--- src/rtl/csa_multiword_seq.sv ---
// Sequential wide adder: one SLICE_WIDTH carry-skip adder reused over NUM_SLICES cycles, LSB slice first.
// Result is valid NUM_SLICES cycles after accept and held in DONE until OUT_READY; operands are accepted only in IDLE.
module csa_multiword_seq #(
    parameter  int SLICE_WIDTH = 16,
    parameter  int GROUP_SIZE  = 4,
    parameter  int NUM_SLICES  = 4,
    localparam int W           = SLICE_WIDTH * NUM_SLICES
) (
    input  logic         CLK,
    input  logic         RST,
    input  logic         IN_VALID,
    output logic         IN_READY,
    input  logic [W:1]   A,
    input  logic [W:1]   B,
    input  logic         CIN,
    output logic         OUT_VALID,
    input  logic         OUT_READY,
    output logic [W:1]   SUM,
    output logic         COUT,
    output logic         BUSY
);

    localparam int IDXW = (NUM_SLICES > 1) ? $clog2(NUM_SLICES) : 1;
    localparam logic [IDXW-1:0] IDX_LAST = IDXW'(NUM_SLICES - 1);

    typedef enum logic [1:0] {ST_IDLE, ST_RUN, ST_DONE} state_t;
    typedef logic [NUM_SLICES-1:0][SLICE_WIDTH-1:0] word_t;

    state_t            state_q, state_d;
    logic [IDXW-1:0]   idx_q, idx_d;
    logic              carry_q, carry_d;
    logic              cout_q, cout_d;
    word_t             a_q, a_d;
    word_t             b_q, b_d;
    word_t             sum_q, sum_d;

    logic [SLICE_WIDTH-1:0] slice_a, slice_b, slice_sum;
    logic                   slice_cout;
    logic                   last_slice;

    assign slice_a    = a_q[idx_q];
    assign slice_b    = b_q[idx_q];
    assign last_slice = (idx_q == IDX_LAST);

    CSA_p #(
        .WIDTH      (SLICE_WIDTH),
        .GROUP_SIZE (GROUP_SIZE)
    ) u_csa (
        .a    (slice_a),
        .b    (slice_b),
        .cin  (carry_q),
        .sum  (slice_sum),
        .cout (slice_cout)
    );

    always_ff @(posedge CLK) begin
        if (RST) begin
            state_q <= ST_IDLE;
            idx_q   <= '0;
            carry_q <= 1'b0;
            cout_q  <= 1'b0;
            a_q     <= '0;
            b_q     <= '0;
            sum_q   <= '0;
        end else begin
            state_q <= state_d;
            idx_q   <= idx_d;
            carry_q <= carry_d;
            cout_q  <= cout_d;
            a_q     <= a_d;
            b_q     <= b_d;
            sum_q   <= sum_d;
        end
    end

    always_comb begin
        state_d = state_q;
        case (state_q)
            ST_IDLE: if (IN_VALID)   state_d = ST_RUN;
            ST_RUN:  if (last_slice) state_d = ST_DONE;
            ST_DONE: if (OUT_READY)  state_d = ST_IDLE;
            default:                 state_d = ST_IDLE;
        endcase
    end

    // Datapath: operands are captured once, so port changes after accept cannot leak in.
    always_comb begin
        idx_d   = idx_q;
        carry_d = carry_q;
        cout_d  = cout_q;
        a_d     = a_q;
        b_d     = b_q;
        sum_d   = sum_q;
        case (state_q)
            ST_IDLE: begin
                if (IN_VALID) begin
                    a_d     = A;
                    b_d     = B;
                    carry_d = CIN;
                    idx_d   = '0;
                    sum_d   = '0;
                    cout_d  = 1'b0;
                end
            end
            ST_RUN: begin
                sum_d[idx_q] = slice_sum;
                carry_d      = slice_cout;
                if (last_slice) begin
                    cout_d = slice_cout;
                    idx_d  = '0;
                end else begin
                    idx_d  = idx_q + IDXW'(1);
                end
            end
            default: ;
        endcase
    end

    always_comb begin
        IN_READY  = (state_q == ST_IDLE);
        OUT_VALID = (state_q == ST_DONE);
        BUSY      = (state_q != ST_IDLE);
        SUM       = sum_q;
        COUT      = cout_q;
    end

endmodule

// Carry-skip adder: ripple inside each group, group carry bypassed when every bit of the group propagates.
module CSA_p #(
    parameter int WIDTH      = 16,
    parameter int GROUP_SIZE = 4
) (
    input  logic [WIDTH-1:0] a,
    input  logic [WIDTH-1:0] b,
    input  logic             cin,
    output logic [WIDTH-1:0] sum,
    output logic             cout
);

    localparam int NUM_GROUPS = WIDTH / GROUP_SIZE;

    always_comb begin
        logic c;
        logic rc;
        logic grp_p;
        logic p;
        c     = cin;
        rc    = 1'b0;
        grp_p = 1'b0;
        p     = 1'b0;
        sum   = '0;
        for (int g = 0; g < NUM_GROUPS; g++) begin
            rc    = c;
            grp_p = 1'b1;
            for (int i = 0; i < GROUP_SIZE; i++) begin
                p                    = a[g*GROUP_SIZE+i] ^ b[g*GROUP_SIZE+i];
                sum[g*GROUP_SIZE+i]  = p ^ rc;
                rc                   = (a[g*GROUP_SIZE+i] & b[g*GROUP_SIZE+i]) | (p & rc);
                grp_p                = grp_p & p;
            end
            c = grp_p ? c : rc;
        end
        cout = c;
    end

endmodule

--- config.mk ---
export PLATFORM = sky130hd
export DESIGN_NAME = csa_multiword_seq
export DESIGN_NICKNAME = d
export VERILOG_FILES = /design/src/rtl/csa_multiword_seq.sv
export SDC_FILE = /design/constraint.sdc
export NUM_CORES = 1
export LEC_CHECK = 0
export ABC_AREA = 1
export CORE_MARGIN = 1.5
export CORE_UTILIZATION = 51
export CTS_CLUSTER_SIZE = 28
export DETAILED_ROUTE_END_ITERATION = 16
export PLACE_DENSITY = 0.8
export SYNTH_ARGS = -nofsm -noshare
export SYNTH_HDL_FRONTEND = slang
export SYNTH_SLANG_ARGS = --single-unit
--- constraint.sdc ---
create_clock -name CLK -period 10.6 [get_ports CLK]
set_input_delay 2.12 -clock CLK [delete_from_list [all_inputs] [get_ports CLK]]
set_output_delay 2.12 -clock CLK [all_outputs]
set_load 0.03 [all_outputs]
==> flow_metrics.py <==
metrics = {
    "yosys": {
        "synth_compound_area_frac": 0.168,
        "syn_area_um2": 9100,
        "synth_edf_count": 0,
        "ys_seq_elements": 198,
        "synth_flop_cell": "dfxtp_1",
        "seq_area_frac_synth": 0.436,
        "yosys.cell_types.count": 34,
        "syn_nets": 1316,
        "muxShareOfSynthArea": 0,
        "ys_async_sr_fraction": 0,
        "synthAdderAreaFrac": 0.0627,
        "synth_cells": 1147,
        "yosys_warnings": 0,
        "synth_xor_area_frac": 0,
        "avgSynthCellArea_um2": 7.93,
        "synth_top_family_by_area": "simple AND/OR/NAND/NOR gates",
        "yosys.area_share.simple": 0.254,
    },
    "clocking": {
        "h-tree-depth": 4,
        "cts_resized": 0,
        "cts_tree": "done",
        "clock_latency_ns": 0.44,
        "clockBufferDepth": 2,
        "cts.clk_slew.worst_paths_ns": 0.07,
        "post_cts_buffers": 0,
        "cts_sinks": 198,
        "cts-hold-fix-buffers": 0,
        "root_buffer": "clkbuf_16",
        "cts_inserted_buffers": 17,
    },
    "critical_path": {
        "crit_fanout": 47,
        "crit_top_cell": "fa_1",
        "worstSetupEndpoint": "SUM[48]",
        "reg2reg_from": "idx_q[0]",
        "critical_path_class": "reg2reg",
        "ff2ff_setup_slack_ns": 1.01,
        "slowest_delay_ns": 0.57,
        "cp.arrival_ns": 9.88,
        "cp-start-kind": "flop",
        "crit_family": "adder cells",
        "critPathSlowestCell": "dfxtp_2",
        "reg2reg_to": "SUM[48]",
        "cp-end-kind": "flop",
        "worst-path-buf-inv": 3,
        "rr_worst_depth": 29,
        "crit_required_ns": 10.89,
        "startpoint": "idx_q[0]",
        "cp.depth": 29,
    },
    "final_layout": {
        "synthToLayoutAreaGrowth_pct": 25.7,
        "mostFrequentLayoutCell": "nor2_1",
        "antenna_cells": 0,
        "final_cell_mix": "nor2_1 (272), clkdlybuf4s50_1 (199), dfxtp_1 (197), nand2_1 (97), o21ai_1 (86)",
        "finalNetCount": 1453,
        "drive_gt1_frac": 0.0655,
        "multi_input_area_um2": 4410,
        "nFillCells": 1507,
        "regArea_um2": 3970,
    },
    "detailed_routing": {
        "via_count": 8037,
        "drc": 0,
        "drt-pass1-iter-count": 6,
        "wl_mm": 23.8,
        "via_per_inst": 5.28,
        "drt_iter0_markers": 542,
        "ant_nets": 0,
        "wire_per_inst_um": 15.6,
    },
    "status": {
        "status": "finished, final reports clean",
    },
    "floorplan": {
        "ioPinCount": 201,
        "dieArea_um2": 18600,
        "rows": 48,
        "dieWidth_um": 137,
        "core_area_um2": 17400,
        "start_util": 0.524,
        "die_h_um": 137,
    },
    "global_route": {
        "busiest_layer": "met2",
        "use_met3": 0.0533,
        "grt_pass1_wl_mm": 37.0,
        "antenna_found_initial": 0,
        "grt_start_max_net_pins": 108,
        "first_global_vias": 7291,
        "use_met2": 0.438,
        "grtUsageMet1": 0.322,
        "grt_usage": 0.259,
        "grt_overflow_total": 0,
    },
    "timing": {
        "worstMarginPinSlew_ns": 0.967,
        "setup-violations-final": 0,
        "fin_setup_tns_ns": 0,
        "hold_viol": 0,
        "max_freq_mhz": 104,
        "period_minus_slack_ns": 9.59,
        "clock_skew_ns": 0.0104,
        "fin_ws_ns": 1.01,
        "grt_setup_unrepaired": "no",
        "period_share": 0.905,
        "fin_hold_ws_ns": 0.480,
        "max_slew_margin": 0.355,
        "maxSlewViolCount": 0,
    },
    "power_and_ir_drop": {
        "cellPowerDensity_nw_per_um2": 161,
        "p_leak_nw": 4.21,
        "ir_worst_vdd_mv": 0.126,
        "finalPower_w": 0.00183,
    },
    "worst_hold_path": {
        "hold_path_class": "reg2reg",
    },
    "placed_design": {
        "hpwl_mm": 17.0,
        "port_buffers": 200,
        "dp_slack_ns": 1.04,
        "gp_congestion": 0.903,
    },
    "job": {
        "maxCapViolCount": 0,
    },
}
flip-flops by register name, indices dropped and copies added (netlist names):
name,count
SUM,64
a_q,64
b_q,64
idx_q,2
state_q,2
COUT,1
carry_q,1
final cells by class:
type / count / area share
Timing Repair Buffer: 207 / 0.179
Multi-Input combinational cell: 819 / 0.386
Sequential cell: 198 / 0.347
Clock buffer: 23 / 0.0418
Clock inverter: 9 / 0.00799
Inverter: 41 / 0.0138
Tap cell: 225 / 0.0246
kinds of logic (layout without fill, tap and decap cells):
family,Yosys count,after routing
AO/OA/AOI/OAI,272,272
adder cells (fa/ha/maj),36,36
buffers and inverters,130,280
flip-flops,198,198
AND/OR/NAND/NOR,511,511
Yosys cell counts, types with 2 or more instances:
master      n  share of area
o22ai_1     4         0.0028
and2_1      2         0.0014
nand2_2     4         0.0028
inv_1      37          0.015
buf_1       2        0.00083
nand3_2    20          0.022
buf_6      17          0.021
or2_0      56          0.039
nand3_1    55          0.030
a21oi_1    84          0.046
ha_1       20          0.028
fa_1       16          0.035
nand2_1    97          0.040
inv_2       3         0.0012
o21ai_0    55          0.030
buf_4       2         0.0017
nor2_1    272           0.11
clkbuf_1   33          0.014
buf_2      29          0.016
a32oi_1    28          0.027
buf_8       4         0.0066
dfxtp_1   198           0.44
o21ai_1    86          0.047
a21oi_2    13          0.013
layer usage:
metal,vias to the layer above,routed length [um]
li1,4041,-
met1,3685,10100
met2,271,11700
met3,40,1400
met4,0,654
met5,-,0
stage by stage:
stage	util	instances	instance area, um^2
5_1_grt	0.659	1522	11400
6_report	0.659	1522	11400
3_5_place_dp	0.626	1490	10900
3_3_place_gp	0.626	1490	10900
2_1_floorplan	-	1147	9100
4_1_cts	0.659	1522	11400
worst register-to-register path: cells and delay by family, from the launching register on:
kind / cells / cell delay [ns]
adders and majority gates: 16 / 6.54
and+or+nand+nor: 5 / 0.92
DFF: 1 / 0.57
buffers and inverters: 3 / 0.63
AOI/OAI and AO/OA: 5 / 0.77
where the power goes:
part,leakage [nW],total (W),internal (W),switching [W]
Combinational,2.31,0.000383,0.000150,0.000232
Sequential,1.63,0.000827,0.000795,0.0000320
Clock,0.278,0.000625,0.000345,0.000281
worst min-delay path by stage:
stage | from | slack (ns) | end | cells after the start
6_report | SUM[7] | 0.48 | SUM[7] | 2
5_1_grt | SUM[6] | 0.49 | SUM[6] | 2
4_1_cts | SUM[8] | 0.48 | SUM[8] | 2
3_5_place_dp | SUM[8] | 0.47 | SUM[8] | 2
3_3_place_gp | b_q[32] | 0.46 | b_q[32] | 2
2_1_floorplan | b_q[16] | 0.45 | b_q[16] | 2
No activity file was read; power rests on OpenSTA's default activity.
